===== config.mk =====
export PLATFORM = sky130hd
export DESIGN_NAME = vga_timing_gen
export DESIGN_NICKNAME = d
export VERILOG_FILES = /design/src/rtl/vga_timing_pkg.sv /design/src/rtl/vga_axis_counter.sv /design/src/rtl/vga_timing_gen.sv
export SDC_FILE = /design/constraint.sdc
export NUM_CORES = 1
export LEC_CHECK = 0
export CORE_MARGIN = 5
export CORE_UTILIZATION = 46
export CTS_CLUSTER_SIZE = 8
export DETAILED_ROUTE_END_ITERATION = 12
export PLACE_DENSITY_LB_ADDON = 0.15
export SLEW_MARGIN = 20
export SYNTH_ARGS = -nofsm -noshare
export SYNTH_HDL_FRONTEND = slang
export SYNTH_HIERARCHICAL = 1
export SYNTH_SLANG_ARGS = --single-unit

===== constraint.sdc =====
create_clock -name clock -period 2.4 [get_ports clock]
set_clock_uncertainty 0.05 [all_clocks]
set_input_delay 0.48 -clock clock [delete_from_list [all_inputs] [get_ports clock]]
set_output_delay 0.48 -clock clock [all_outputs]
set_load 0.02 [all_outputs]

===== src/rtl/vga_timing_pkg.sv =====
// Shared 640x480@60 raster constants and axis-total helpers for the VGA timing generator.
// Pure definitions: no logic, no latency, no flow control.
package vga_timing_pkg;

  localparam int VGA_H_ACTIVE = 640;
  localparam int VGA_H_FP     = 16;
  localparam int VGA_H_SYNC   = 96;
  localparam int VGA_H_BP     = 48;

  localparam int VGA_V_ACTIVE = 480;
  localparam int VGA_V_FP     = 10;
  localparam int VGA_V_SYNC   = 2;
  localparam int VGA_V_BP     = 33;

  localparam int VGA_CW = 10;

  function automatic int axis_total(input int act, input int fp, input int sync, input int bp);
    return act + fp + sync + bp;
  endfunction

  // A CW-bit counter must be able to hold total-1.
  function automatic bit width_fits(input int cw, input int total);
    return (cw < 31) && (total <= (1 << cw));
  endfunction

endpackage


===== src/rtl/vga_axis_counter.sv =====
// One raster axis: wrapping position counter with registered sync decoded from the next count.
// Zero latency between count and sync; holds all state while adv is low.
module vga_axis_counter
  import vga_timing_pkg::*;
#(
  parameter int ACTIVE = VGA_H_ACTIVE,
  parameter int FP     = VGA_H_FP,
  parameter int SYNC   = VGA_H_SYNC,
  parameter int BP     = VGA_H_BP,
  parameter bit POL    = 1'b0,
  parameter int CW     = VGA_CW
) (
  input  logic          clock,
  input  logic          reset_n,
  input  logic          adv,
  output logic [CW-1:0] count,
  output logic          sync,
  output logic          wrap,
  output logic          next_active
);

  localparam int TOTAL = axis_total(ACTIVE, FP, SYNC, BP);

  localparam logic [CW-1:0] LAST       = CW'(TOTAL - 1);
  localparam logic [CW-1:0] ACT_LAST   = CW'(ACTIVE - 1);
  localparam logic [CW-1:0] SYNC_FIRST = CW'(ACTIVE + FP);
  localparam logic [CW-1:0] SYNC_LAST  = CW'(ACTIVE + FP + SYNC - 1);

  logic [CW-1:0] count_nxt;
  logic          sync_nxt;

  // Decode from the value being loaded so sync lines up with count on the same cycle.
  always_comb begin
    wrap      = (count == LAST);
    count_nxt = count;
    if (adv) begin
      count_nxt = wrap ? '0 : count + CW'(1);
    end
    next_active = (count_nxt <= ACT_LAST);
    sync_nxt    = ((count_nxt >= SYNC_FIRST) && (count_nxt <= SYNC_LAST)) ? POL : !POL;
  end

  always_ff @(posedge clock or negedge reset_n) begin
    if (!reset_n) begin
      count <= '0;
      sync  <= !POL;
    end else if (adv) begin
      count <= count_nxt;
      sync  <= sync_nxt;
    end
  end

endmodule


===== src/rtl/vga_timing_gen.sv =====
// VGA raster timing: registered hcount/vcount/hsync/vsync/active with zero mutual latency, plus line/frame pulses.
// enable low freezes everything; `VGA_TIMING_PIX_DIV_EN adds a PIX_DIV clock-per-pixel divider.
module vga_timing_gen
  import vga_timing_pkg::*;
#(
  parameter int H_ACTIVE = VGA_H_ACTIVE,
  parameter int H_FP     = VGA_H_FP,
  parameter int H_SYNC   = VGA_H_SYNC,
  parameter int H_BP     = VGA_H_BP,
  parameter int V_ACTIVE = VGA_V_ACTIVE,
  parameter int V_FP     = VGA_V_FP,
  parameter int V_SYNC   = VGA_V_SYNC,
  parameter int V_BP     = VGA_V_BP,
  parameter bit HS_POL   = 1'b0,
  parameter bit VS_POL   = 1'b0,
  parameter int CW       = VGA_CW,
  parameter int PIX_DIV  = 4
) (
  input  logic          clock,
  input  logic          reset_n,
  input  logic          enable,
  output logic [CW-1:0] hcount,
  output logic [CW-1:0] vcount,
  output logic          hsync,
  output logic          vsync,
  output logic          active,
  output logic          pix_tick,
  output logic          line_end,
  output logic          frame_end
);

  localparam int H_TOTAL = axis_total(H_ACTIVE, H_FP, H_SYNC, H_BP);
  localparam int V_TOTAL = axis_total(V_ACTIVE, V_FP, V_SYNC, V_BP);

  if (!width_fits(CW, H_TOTAL)) begin : g_bad_cw_h
    $error("vga_timing_gen: CW=%0d cannot hold H_TOTAL-1=%0d", CW, H_TOTAL - 1);
  end
  if (!width_fits(CW, V_TOTAL)) begin : g_bad_cw_v
    $error("vga_timing_gen: CW=%0d cannot hold V_TOTAL-1=%0d", CW, V_TOTAL - 1);
  end
  if (PIX_DIV < 1) begin : g_bad_div
    $error("vga_timing_gen: PIX_DIV=%0d must be at least 1", PIX_DIV);
  end

  logic adv;
  logic h_wrap;
  logic v_wrap;
  logic h_next_active;
  logic v_next_active;

`ifdef VGA_TIMING_PIX_DIV_EN
  localparam int DW = (PIX_DIV > 1) ? $clog2(PIX_DIV) : 1;
  localparam logic [DW-1:0] DIV_LAST = DW'(PIX_DIV - 1);

  logic [DW-1:0] div;

  always_ff @(posedge clock or negedge reset_n) begin
    if (!reset_n) begin
      div <= '0;
    end else if (enable) begin
      div <= (div == DIV_LAST) ? '0 : div + DW'(1);
    end
  end

  assign adv = enable && (div == DIV_LAST);
`else
  assign adv = enable;
`endif

  vga_axis_counter #(
    .ACTIVE (H_ACTIVE),
    .FP     (H_FP),
    .SYNC   (H_SYNC),
    .BP     (H_BP),
    .POL    (HS_POL),
    .CW     (CW)
  ) u_h_axis (
    .clock       (clock),
    .reset_n     (reset_n),
    .adv         (adv),
    .count       (hcount),
    .sync        (hsync),
    .wrap        (h_wrap),
    .next_active (h_next_active)
  );

  // The vertical axis steps only on the horizontal wrap.
  vga_axis_counter #(
    .ACTIVE (V_ACTIVE),
    .FP     (V_FP),
    .SYNC   (V_SYNC),
    .BP     (V_BP),
    .POL    (VS_POL),
    .CW     (CW)
  ) u_v_axis (
    .clock       (clock),
    .reset_n     (reset_n),
    .adv         (line_end),
    .count       (vcount),
    .sync        (vsync),
    .wrap        (v_wrap),
    .next_active (v_next_active)
  );

  // Cleared by reset and only reloaded on an advance, so pixel (0,0) of the first frame stays blanked.
  always_ff @(posedge clock or negedge reset_n) begin
    if (!reset_n) begin
      active <= 1'b0;
    end else if (adv) begin
      active <= h_next_active && v_next_active;
    end
  end

  assign pix_tick  = adv;
  assign line_end  = adv && h_wrap;
  assign frame_end = line_end && v_wrap;

endmodule


Yosys cells after proc, flatten, opt, wreduce, memory -nomap -nowiden. Index checks and enable logic that the tools add are counted. W data, S select, Z words.

Input port bits: 3. Output and inout bits: 26. Bits in registers: 23. Word-level logic and storage cells: 26.

Order comparisons: 6. Multiplexer cells: 6. Add/subtract/negate cells: 2. Equality and inequality tests: 2. Reductions and logical operators: 5.

Operators by type and width (count): $mux W10 (4); $add A10 B1 Y10 const B (2); $eq A10 B10 Y1 const B (2); $le A10 B10 Y1 const B (2); $le A10 B9 Y1 const B (2); $ge A10 B10 Y1 const B (1); $ge A10 B9 Y1 const B (1); $logic_and A1 B1 Y1 (5); $mux W1 (2).

Logic depth before layout (Yosys ltp). Gate-level depths: netlist (run 1).

Depth in word-level cells: 6. Gate-level depth with buffers: 12. Gate-level depth less buffers: 11.

Modules after synthesis. The synthesis (run 1) kept the hierarchy.

By module, submodules not included: vga_axis_counter at u_h_axis (seq. area each 276.5 µm², cells each 71, area each 730.7 µm², instances 1); vga_axis_counter at u_v_axis (seq. area each 276.5 µm², cells each 82, area each 721.9 µm², instances 1); vga_timing_gen (seq. area each 25.0 µm², cells each 7, area each 58.8 µm², instances 1).

Worst setup path before layout (run 1). OpenSTA, ideal clock, no wires.

Kind: register to register. Start point: register u_h_axis.count[0]. End point: register active. Data arrival time: 2.688 ns. Data required time: 2.224 ns. Buffers on the path: 1. Path slack: -0.464 ns. Stages on the path, launching flop included: 12. Clock period less this slack: 2.864 ns. Setup time: 0.126 ns. Cells stage by stage: dfrtp_1 > ha_1 > and4_1 > buf_6 > and3_2 > and2_1 > nand4_1 > or3_1 > a31o_2 > o221a_2 > nand3_1 > o21ai_0.

Longest elaborated chain between the ends: 5. Elaborated cells on any way between the ends: 9. Those cells by class: add/sub (1); order compare (2); eq/ne (1); mux (3); reduce/logical (2).

Ends and longest elaborated chain: from (decl) (line vga_axis_counter.sv:16) `output logic [CW-1:0] count,`; from (signal assigned) (line vga_axis_counter.sv:48) `count <= count_nxt;`; $eq A10 B10 Y1 (line vga_axis_counter.sv:34) `wrap = (count == LAST);`; named net h_wrap (line vga_timing_gen.sv:46) `logic h_wrap;`; $logic_and A1 B1 Y1 (line vga_timing_gen.sv:115) `assign line_end = adv && h_wrap;`; named net line_end (line vga_timing_gen.sv:28) `output logic line_end,`; $mux W10 (line vga_axis_counter.sv:36) `if (adv) begin`; $le A10 B9 Y1 (line vga_axis_counter.sv:39) `next_active = (count_nxt <= ACT_LAST);`; named net v_next_active (line vga_timing_gen.sv:49) `logic v_next_active;`; $logic_and A1 B1 Y1 (line vga_timing_gen.sv:110) `active <= h_next_active && v_next_active;`; to (signal assigned) (line vga_timing_gen.sv:110); to (decl) (line vga_timing_gen.sv:26) `output logic active,`.

The timed path passes the listed nets, and every way through them passes these cells. A chain may end at the register's enable or synchronous reset.

Worst setup path in the final report (run 1).
Start point: register u_v_axis.count[6]. End point: output port frame_end.

Longest elaborated chain between the ends: 2.

Ends and longest elaborated chain: from (decl) (line vga_axis_counter.sv:16); from (signal assigned) (line vga_axis_counter.sv:48); $eq A10 B10 Y1 (line vga_axis_counter.sv:34); named net v_wrap (line vga_timing_gen.sv:47) `logic v_wrap;`; $logic_and A1 B1 Y1 (line vga_timing_gen.sv:116) `assign frame_end = line_end && v_wrap;`; to (decl) (line vga_timing_gen.sv:29) `output logic frame_end`.

The timed path passes the listed nets, and every way through them passes these cells.

==> flow_metrics.py, run 1 <==
metrics = {
    "logic_synthesis": {
        "synth-main-ff-cell": "dfrtp_1",
        "synth_fa_ha_area_share_pct": 2.48,
        "post_synth_num_cell_types": 57,
        "synth.top_cells.by_area": "dfrtp_1 35%, nand2_1 4.7%, dfstp_2 3.5%",
        "synthSimpleGateAreaFrac_pct": 28.6,
        "synth_top_area_cell": "dfrtp_1",
        "synth_nets": 166,
        "muxShareOfSynthArea_pct": 2.40,
        "syn_area_per_cell_um2": 9.45,
        "yosys.area.top_type_share_pct": 34.8,
        "synth_top_family_by_area": "simple AND/OR/NAND/NOR gates",
        "syn_area_um2": 1510,
        "async_flop_share_pct": 100,
        "synthXorXnorAreaFrac_pct": 4.55,
        "yosys_register_bits": 23,
        "syn_inst": 160,
        "synth_edf_count": 0,
        "yosys_warnings": 6,
        "synth_compound_area_share_pct": 18.7,
        "seq_area_frac_synth_pct": 38.2,
    },
    "pwr": {
        "p_leak_uw": 0.000947,
        "power_switching_uw": 428,
        "p_clk_share_pct": 16.6,
        "p_comb_share_pct": 43.4,
        "power_density_nw_per_um2": 545,
        "p_int_uw": 752,
        "p_seq_share_pct": 40.0,
        "max-vdd-ir-drop_v": 0.000322,
        "swShare_pct": 36.3,
    },
    "placed_design": {
        "place_area_um2": 2060,
        "io_buffers": 28,
        "hpwl_mm": 3.03,
        "place.gp.congestion": 0.914,
        "dpl.cell_count": 257,
    },
    "sta": {
        "setup_violations": 0,
        "min_period_ps": 2330,
        "fin_tns_setup_ps": 0,
        "fmax_ghz": 0.430,
        "maxSlewViolCount": 0,
        "slew_headroom_pct": 79.9,
        "period_share_pct": 97.0,
        "worst_pin_slew_ps": 298,
        "finalHoldViolations": 0,
    },
    "drt": {
        "vias": 1509,
        "postRouteWirelength_mm": 4.14,
        "wl_per_cell_um": 15.6,
        "final_antenna_net_count": 0,
        "drt-pass1-iter-count": 4,
        "drc_errors": 0,
        "drtIter0Drc": 127,
        "vias_per_cell": 5.67,
    },
    "hold_path": {
        "hp-class": "input port to async pin",
    },
    "global_route": {
        "grt_first_pass_wirelength_mm": 6.84,
        "grt_pass1_vias": 1427,
        "grt_max_degree": 24,
        "overflow": 0,
        "antenna_found_initial": 0,
        "grt_use_total_pct": 19.9,
    },
    "critical_path": {
        "crit_type": "flip-flop to output port",
        "crit_fanout": 2,
        "end_kind": "output port",
        "r2r_slack_ps": 100,
        "worstPathRequired_ps": 1870,
        "start_kind": "flip-flop",
        "cp_data_arrival_time_ps": 1800,
    },
    "cts": {
        "cts_buffers": 3,
        "htreeDepth": 1,
        "hold_buffers": 0,
        "cts.sinks": 23,
        "clock_path_buffers": 2,
        "cts_tree": "done",
        "clockRootBuffer": "clkbuf_4",
        "clkTransAtPathRegs_ps": 140,
        "clk_latency_ps": 330,
    },
    "floorplanning": {
        "start_util_pct": 48.7,
        "core_area_um2": 3100,
        "dieHeight_um": 67.3,
        "die_w_um": 67.3,
        "die-area_um2": 4530,
        "io_pins": 29,
        "row_count": 20,
    },
    "final_layout": {
        "diodes": 0,
        "nets": 229,
        "final_cell_count_no_fill": 266,
        "fillCellCount": 268,
        "final_area_um2": 2160,
        "drive_gt1_share_pct": 34.2,
        "areaGrowthSynthToFinish_pct": 43.1,
    },
    "run": {
        "cap_viol_max_count": 0,
    },
    "status": {
        "status": "completed",
    },
}
## registers in the layout, summed over array words and instances, names as in the netlist
name and flops:
u_h_axis/sync 1, u_v_axis/count 10, u_h_axis/count 10, u_v_axis/sync 1, active 1
## stage by stage
step / power, µW / utilization, % / setup WS [ps] / hold WS (ps)
after floorplan: 726 / - / -190 / 134
after global placement: 958 / 66.5 / -111 / 469
after detailed placement: 973 / 66.5 / -164 / 463
after CTS: 1170 / 67.6 / 18.4 / 447
after global routing: 1240 / 69.7 / -14.3 / 458
final: 1180 / 69.7 / 72.6 / 438
## cell usage in the layout (no fill, tap or decap), drive strengths merged, types with 3 or more instances in the layout
master         count
inv                6
nand4              6
and2               3
nand2b             4
nor3               6
o21ai             11
nand3              5
and3               7
nor3b              3
xnor2              5
a21oi              5
nand2             19
a31oi              3
nor2               9
ha                 3
o22ai              5
dfrtp             21
clkbuf             4
buf               39
clkdlybuf4s50     25
## critical path, cell delays in order, from the launching register on
cell and delay [ps]:
dfrtp_1 400, or4b_4 560, nor4_4 160, and3_1 210
buf_4 140
## cells in the mapped netlist (5+ instances only)
| cell | count |
|---|---|
| nand2_1 | 19 |
| o22ai_1 | 5 |
| nand4_1 | 6 |
| dfrtp_1 | 21 |
| nor3_1 | 5 |
| inv_1 | 6 |
| o21ai_0 | 9 |
| nor2_1 | 9 |
## layer usage
metal	share of wire (%)	wire [µm]	global-route usage, %
met4	1.6	65	8.10
met2	47	1930	30.8
met5	0	0	0
met3	6.1	251	2.66
met1	46	1900	27.9
## worst paths after layout
kind                       cells past startpoint               from                end
max                                            4  u_v_axis/count[6]          frame_end
min in group clock                             2             active             active
max reg2reg                                   10  u_h_axis/count[0]             active
min reg2reg                                    2             active             active
min                                            2            reset_n  u_h_axis/count[6]
max in group asynchronous                      2            reset_n      u_v_axis/sync
## power groups by stage
| stage | Clock, µW | Combinational [µW] | Sequential (µW) |
|---|---|---|---|
| after floorplan | 0 | 151 | 575 |
| after global placement | 0 | 484 | 473 |
| after detailed placement | 0 | 495 | 477 |
| after CTS | 200 | 497 | 471 |
| after global routing | 215 | 550 | 479 |
| final | 196 | 511 | 472 |
## area by class of cell
class / instances / area [µm²] / area share [%]
Timing Repair Buffer: 65 / 553 / 25.6
Inverter: 6 / 22.5 / 1.04
Clock buffer: 4 / 26.3 / 1.21
Multi-Input combinational cell: 124 / 926 / 42.8
Sequential cell: 23 / 581 / 26.8
Tap cell: 44 / 55.1 / 2.54
## cell families after synthesis
kind of cell | count (synthesis)
buffers and inverters | 13
AND/OR/NAND/NOR | 72
XOR/XNOR | 7
AO/OA/AOI/OAI | 39
adder cells (fa/ha/maj) | 3
multiplexers | 3
flip-flops | 23
## what timing repair did
item,4_1_cts,5_1_grt
gates resized for setup,11,7
hold endpoints to repair,0,0
pin swaps,3,6
endpoints found under the setup margin,3,4
buffers inserted,1,4
Power figures use the tool's default switching activity.
==> run 2, diff against run 1 <==
Settings changed: SYNTH_HIERARCHICAL 1 to unset.
==> flow_metrics.py, run 2 <==
metrics = {
    "global_route": {
        "antenna_found_initial": 0,
        "overflow": 0,
        "grt_use_total_pct": 21.2,
        "grt_max_degree": 24,
        "grt_first_pass_wirelength_mm": 7.32,
        "grt_pass1_vias": 1550,
    },
    "logic_synthesis": {
        "yosys_warnings": 0,
        "muxShareOfSynthArea_pct": 1.46,
        "synth_top_family_by_area": "simple AND/OR/NAND/NOR gates",
        "yosys_register_bits": 23,
        "synth_compound_area_share_pct": 16.8,
        "synthSimpleGateAreaFrac_pct": 26.0,
        "synth_fa_ha_area_share_pct": 2.58,
        "syn_inst": 167,
        "syn_area_um2": 1460,
        "netlist_top_cells_count": "21 x dfrtp_1, 21 x nand2_1, 10 x nand3_1, 10 x nor2_1",
        "synth_top_area_cell": "dfrtp_1",
        "synthXorXnorAreaFrac_pct": 7.82,
        "async_flop_share_pct": 100,
        "synth.top_cells.by_area": "dfrtp_1 36%, nand2_1 5.4%, xnor2_1 5.4%",
        "synth-main-ff-cell": "dfrtp_1",
        "post_synth_num_cell_types": 50,
        "synth_nets": 173,
        "synth_edf_count": 0,
        "yosys.area.top_type_share_pct": 36.1,
        "seq_area_frac_synth_pct": 39.7,
        "syn_area_per_cell_um2": 8.72,
    },
    "drt": {
        "drtIter0Drc": 137,
        "postRouteWirelength_mm": 4.25,
        "m1WireLength_mm": 1.90,
        "drc_errors": 0,
        "wl_met3_um": 322,
        "drt-pass1-iter-count": 5,
        "wl_met2_mm": 1.99,
        "vias": 1534,
        "vias_per_cell": 5.54,
        "top_layer": "met4",
        "final_antenna_net_count": 0,
        "wl_per_cell_um": 15.3,
    },
    "cts": {
        "clkTransAtPathRegs_ps": 150,
        "cts_buffers": 3,
        "cts_tree": "done",
        "clockRootBuffer": "clkbuf_4",
        "clock_path_buffers": 2,
        "clk_latency_ps": 330,
        "cts.sinks": 23,
        "hold_buffers": 0,
        "htreeDepth": 1,
    },
    "critical_path": {
        "crit_chain": "or3_4, or4_4, buf_6, or4_4, a22oi_2, nand2_1, a32o_1",
        "slowest_stage": "or4_4",
        "r2r_end": "active",
        "cp_data_arrival_time_ps": 2640,
        "end_kind": "flip-flop",
        "start_kind": "flip-flop",
        "regToRegStartpoint": "u_h_axis.count[5]",
        "path_common_cell": "or4_4",
        "r2r_cells": 7,
        "crit_fanout": 3,
        "crit_type": "flip-flop to flip-flop",
        "critPathMaxStageDelay_ps": 480,
        "worstPathRequired_ps": 2590,
        "r2r_slack_ps": -50,
    },
    "sta": {
        "finalHoldViolations": 0,
        "slew_headroom_pct": 67.8,
        "min_period_ps": 2450,
        "maxSlewViolCount": 0,
        "worst_pin_slew_ps": 479,
        "setup_violations": 2,
        "setup_ws_ps": -48.5,
        "period_share_pct": 102,
        "fmax_ghz": 0.408,
        "fin_tns_setup_ps": -86.5,
        "rsz0062_at_grt": "true",
    },
    "floorplanning": {
        "io_pins": 29,
        "core_area_um2": 3050,
        "die-area_um2": 4390,
        "die_w_um": 66.3,
        "row_count": 20,
        "dieHeight_um": 66.3,
        "start_util_pct": 47.7,
    },
    "hold_path": {
        "hp-class": "input port to async pin",
    },
    "final_layout": {
        "nets": 240,
        "diodes": 0,
        "reg_top3": "u_h_axis.count x10, u_v_axis.count x10",
        "drive_gt1_share_pct": 29.2,
        "areaGrowthSynthToFinish_pct": 47.9,
        "final_cell_mix": "42 x buf_4, 25 x clkdlybuf4s50_1, 21 x nand2_1, 18 x dfrtp_1, 10 x nor2_1",
        "final_common_cell": "buf_4",
    },
    "placed_design": {
        "place_ws_ps": -569,
        "io_buffers": 28,
        "hpwl_mm": 3.13,
        "place.gp.congestion": 0.883,
    },
    "pwr": {
        "p_leak_uw": 0.000936,
        "max-vdd-ir-drop_v": 0.000322,
        "power_density_nw_per_um2": 581,
    },
    "run": {
        "cap_viol_max_count": 0,
    },
    "status": {
        "status": "finished, violations left",
        "violations": "setup timing",
    },
}
run 2: stage by stage:
step / utilization (%) / hold WS [ps] / total power [µW] / std cells / cell area, µm²
floorplan: - / 134 / 739 / 167 / 1470
global placement: 67.0 / 448 / 993 / 269 / 2050
detailed placement: 67.0 / 463 / 1010 / 269 / 2050
CTS: 69.4 / 440 / 1220 / 277 / 2120
global route: 70.6 / 433 / 1320 / 277 / 2150
finish: 70.6 / 429 / 1250 / 277 / 2150
run 2: repair_timing:
item	in CTS	in global routing
buffers inserted	5	0
setup endpoints to repair	4	5
pin swaps	3	2
gates resized for setup	16	5
hold endpoints to repair	0	0
run 2: final cells by class:
| type | count | area [µm²] |
|---|---|---|
| tap | 44 | 55.1 |
| sequential | 23 | 582 |
| clock buffer | 3 | 22.5 |
| multi-input combinational | 125 | 845 |
| fill | 253 | 898 |
| timing repair buffer | 71 | 608 |
| clock inverter | 1 | 5.00 |
| inverter | 10 | 37.5 |
run 2: kinds of logic after synthesis:
logic type               Yosys count
AO/OA/AOI/OAI                     36
buffers and inverters             19
AND/OR/NAND/NOR                   71
XOR/XNOR                          13
multiplexers                       2
adder cells (fa/ha/maj)            3
flip-flops                        23
run 2: worst max-delay path by stage:
stage                       from         to  slack (ps)  cells after the start
3_3_place_gp              enable  frame_end        -550                      6
6_report       u_h_axis.count[5]     active         -50                      7
2_1_floorplan  u_h_axis.count[6]     active         -60                      7
3_5_place_dp              enable  frame_end        -570                      6
4_1_cts        u_h_axis.count[5]     active         -80                      7
5_1_grt        u_h_axis.count[5]  frame_end        -110                      5
run 2: power breakdown:
part | total, µW | internal (µW) | switching, µW | leakage, µW
clock | 194 | 62.6 | 131 | 0.0000177
sequential | 473 | 437 | 35.8 | 0.000275
combinational | 584 | 288 | 295 | 0.000643
run 2: critical path: cells and delay by family, from the launching register on:
kind | cells | cell delay (ps)
AOI/OAI and AO/OA | 2 | 400
DFF | 1 | 400
and+or+nand+nor | 4 | 1380
buffers and inverters | 1 | 140
run 2: per-layer routing:
metal / vias to the layer above / GRT usage (%)
met4: 0 / 3.05
met1: 720 / 30.0
li1: 734 / -
met5: - / 0
met3: 6 / 5.27
met2: 74 / 33.2
==> run 3, diff against run 2 <==
Settings changed: CORE_UTILIZATION 46 to 33.
==> flow_metrics.py, run 3 (synthesized netlist as in run 2, its figures left out) <==
metrics = {
    "pwr": {
        "p_seq_share_pct": 36.9,
        "p_comb_share_pct": 44.8,
        "max-vdd-ir-drop_v": 0.000381,
        "power_switching_uw": 445,
        "p_clk_share_pct": 18.3,
        "p_leak_uw": 0.000945,
        "p_int_uw": 831,
        "swShare_pct": 34.9,
        "power_density_nw_per_um2": 593,
    },
    "sta": {
        "worst_pin_slew_ps": 377,
        "min_period_ps": 2450,
        "setup_ws_ps": -50.5,
        "maxSlewViolCount": 0,
        "period_share_pct": 102,
        "rsz0062_at_grt": "true",
        "slew_headroom_pct": 74.7,
        "setup_violations": 1,
        "finalHoldViolations": 0,
        "fmax_ghz": 0.408,
    },
    "floorplanning": {
        "core_area_um2": 4320,
        "dieHeight_um": 76.4,
        "start_util_pct": 33.7,
        "die-area_um2": 5840,
        "io_pins": 29,
        "die_w_um": 76.4,
        "row_count": 24,
    },
    "hold_path": {
        "hp-start": "u_v_axis.sync",
        "hp-class": "flip-flop to flip-flop",
    },
    "final_layout": {
        "areaGrowthSynthToFinish_pct": 47.9,
        "reg_top3": "u_h_axis.count x10, u_v_axis.count x10",
        "nets": 239,
        "diodes": 0,
        "drive_gt1_share_pct": 28.4,
        "final_common_cell": "buf_4",
        "final_cell_mix": "43 x buf_4, 25 x clkdlybuf4s50_1, 21 x nand2_1, 18 x dfrtp_1, 10 x nor2_1",
        "final_cell_count_no_fill": 284,
    },
    "critical_path": {
        "crit_chain": "or3_4, or4_4, buf_6, or4_4, a22oi_2, nand2_1, a32o_1",
        "regToRegStartpoint": "u_h_axis.count[5]",
        "critPathMaxStageDelay_ps": 480,
        "cp_data_arrival_time_ps": 2560,
        "startpoint": "u_h_axis.count[5]",
        "end_kind": "flip-flop",
        "path_common_cell": "or4_4",
        "start_kind": "flip-flop",
        "crit_fanout": 3,
        "crit_buf_inv": 1,
        "r2r_slack_ps": -50,
        "slowest_stage": "or4_4",
        "worstPathRequired_ps": 2510,
        "crit_family": "simple AND/OR/NAND/NOR gates",
        "crit_type": "flip-flop to flip-flop",
    },
    "cts": {
        "clock_path_buffers": 2,
        "cts_buffers": 3,
        "htreeDepth": 1,
        "cts.sinks": 23,
        "clk_latency_ps": 260,
        "clkTransAtPathRegs_ps": 80,
        "cts_tree": "done",
        "clockRootBuffer": "clkbuf_8",
    },
    "drt": {
        "drtIter0Drc": 101,
        "wl_per_cell_um": 14.7,
        "drc_errors": 0,
        "final_antenna_net_count": 0,
        "drt-pass1-iter-count": 4,
        "vias_per_cell": 5.21,
        "vias": 1479,
        "postRouteWirelength_mm": 4.18,
    },
    "global_route": {
        "grt_first_pass_wirelength_mm": 7.31,
        "grt_max_degree": 24,
        "grt_pass1_vias": 1490,
        "overflow": 0,
        "grt_use_total_pct": 14.9,
        "antenna_found_initial": 0,
    },
    "placed_design": {
        "dpl.cell_count": 277,
        "place_ws_ps": -586,
        "hpwl_mm": 3.24,
        "place.gp.congestion": 0.879,
        "io_buffers": 28,
    },
    "run": {
        "cap_viol_max_count": 0,
    },
    "status": {
        "status": "finished, violations left",
        "violations": "setup timing",
    },
}
==> run 3: cell count changes in the layout (fill, tap and decap cells not counted), sizes merged <==
cell and change:
buf -1, dlygate4sd2 -1, dlymetal6s2s +1
==> run 3: per-stage QoR <==
step | setup TNS, ps | instance area, µm² | hold slack (ps) | total power (µW) | utilization [%]
6_report | -50.5 | 2150 | 462 | 1280 | 49.8
5_1_grt | -121 | 2150 | 487 | 1360 | 49.8
4_1_cts | -319 | 2130 | 464 | 1270 | 49.3
3_5_place_dp | -3080 | 2060 | 453 | 1020 | 47.6
3_3_place_gp | -3000 | 2060 | 456 | 1020 | 47.6
2_1_floorplan | -111 | 1470 | 134 | 739 | -
==> run 3: worst paths after layout <==
kind,endpoint,cells past startpoint
max,active,7
min,u_v_axis.sync,2
max reg2reg,active,7
min reg2reg,u_v_axis.sync,2
max in group asynchronous,u_v_axis.sync,2
min in group asynchronous,u_v_axis.count[6],2
==> run 3: repair_timing <==
| item | in CTS | in global routing |
|---|---|---|
| buffers inserted | 3 | 1 |
| endpoints found under the hold margin | 0 | 0 |
| resized for setup | 15 | 2 |
| setup endpoints to repair | 5 | 5 |
| hold buffers | 0 | 0 |
| pin swaps | 4 | 3 |
==> run 3: power groups by stage <==
stage	Clock, µW	Sequential [µW]	Combinational [µW]
after floorplan	0	557	182
after global placement	0	470	546
after detailed placement	0	472	549
after CTS	241	466	564
after global routing	257	475	623
final	233	471	572
==> run 3: metal layers <==
metal | track usage [%] | wire, µm | vias up
li1 | - | - | 732
met1 | 20.7 | 1960 | 701
met2 | 23.5 | 1910 | 42
met3 | 4.14 | 272 | 4
met4 | 2.62 | 38 | 0
met5 | 0 | 0 | -
==> run 3: tightest hold or removal path: cells and delay by family (launching register included) <==
| kind | cells | cell delay, ps |
|---|---|---|
| flops | 1 | 380 |
| simple gates | 1 | 90 |
| compound gates | 1 | 40 |
==> run 3: layout make-up <==
class | count | area, µm²
clock inverter | 1 | 5.00
inverter | 10 | 37.5
fill | 435 | 2170
clock buffer | 3 | 41.3
timing repair buffer | 70 | 597
multi-input combinational | 125 | 826
tap | 52 | 65.1
sequential | 23 | 582
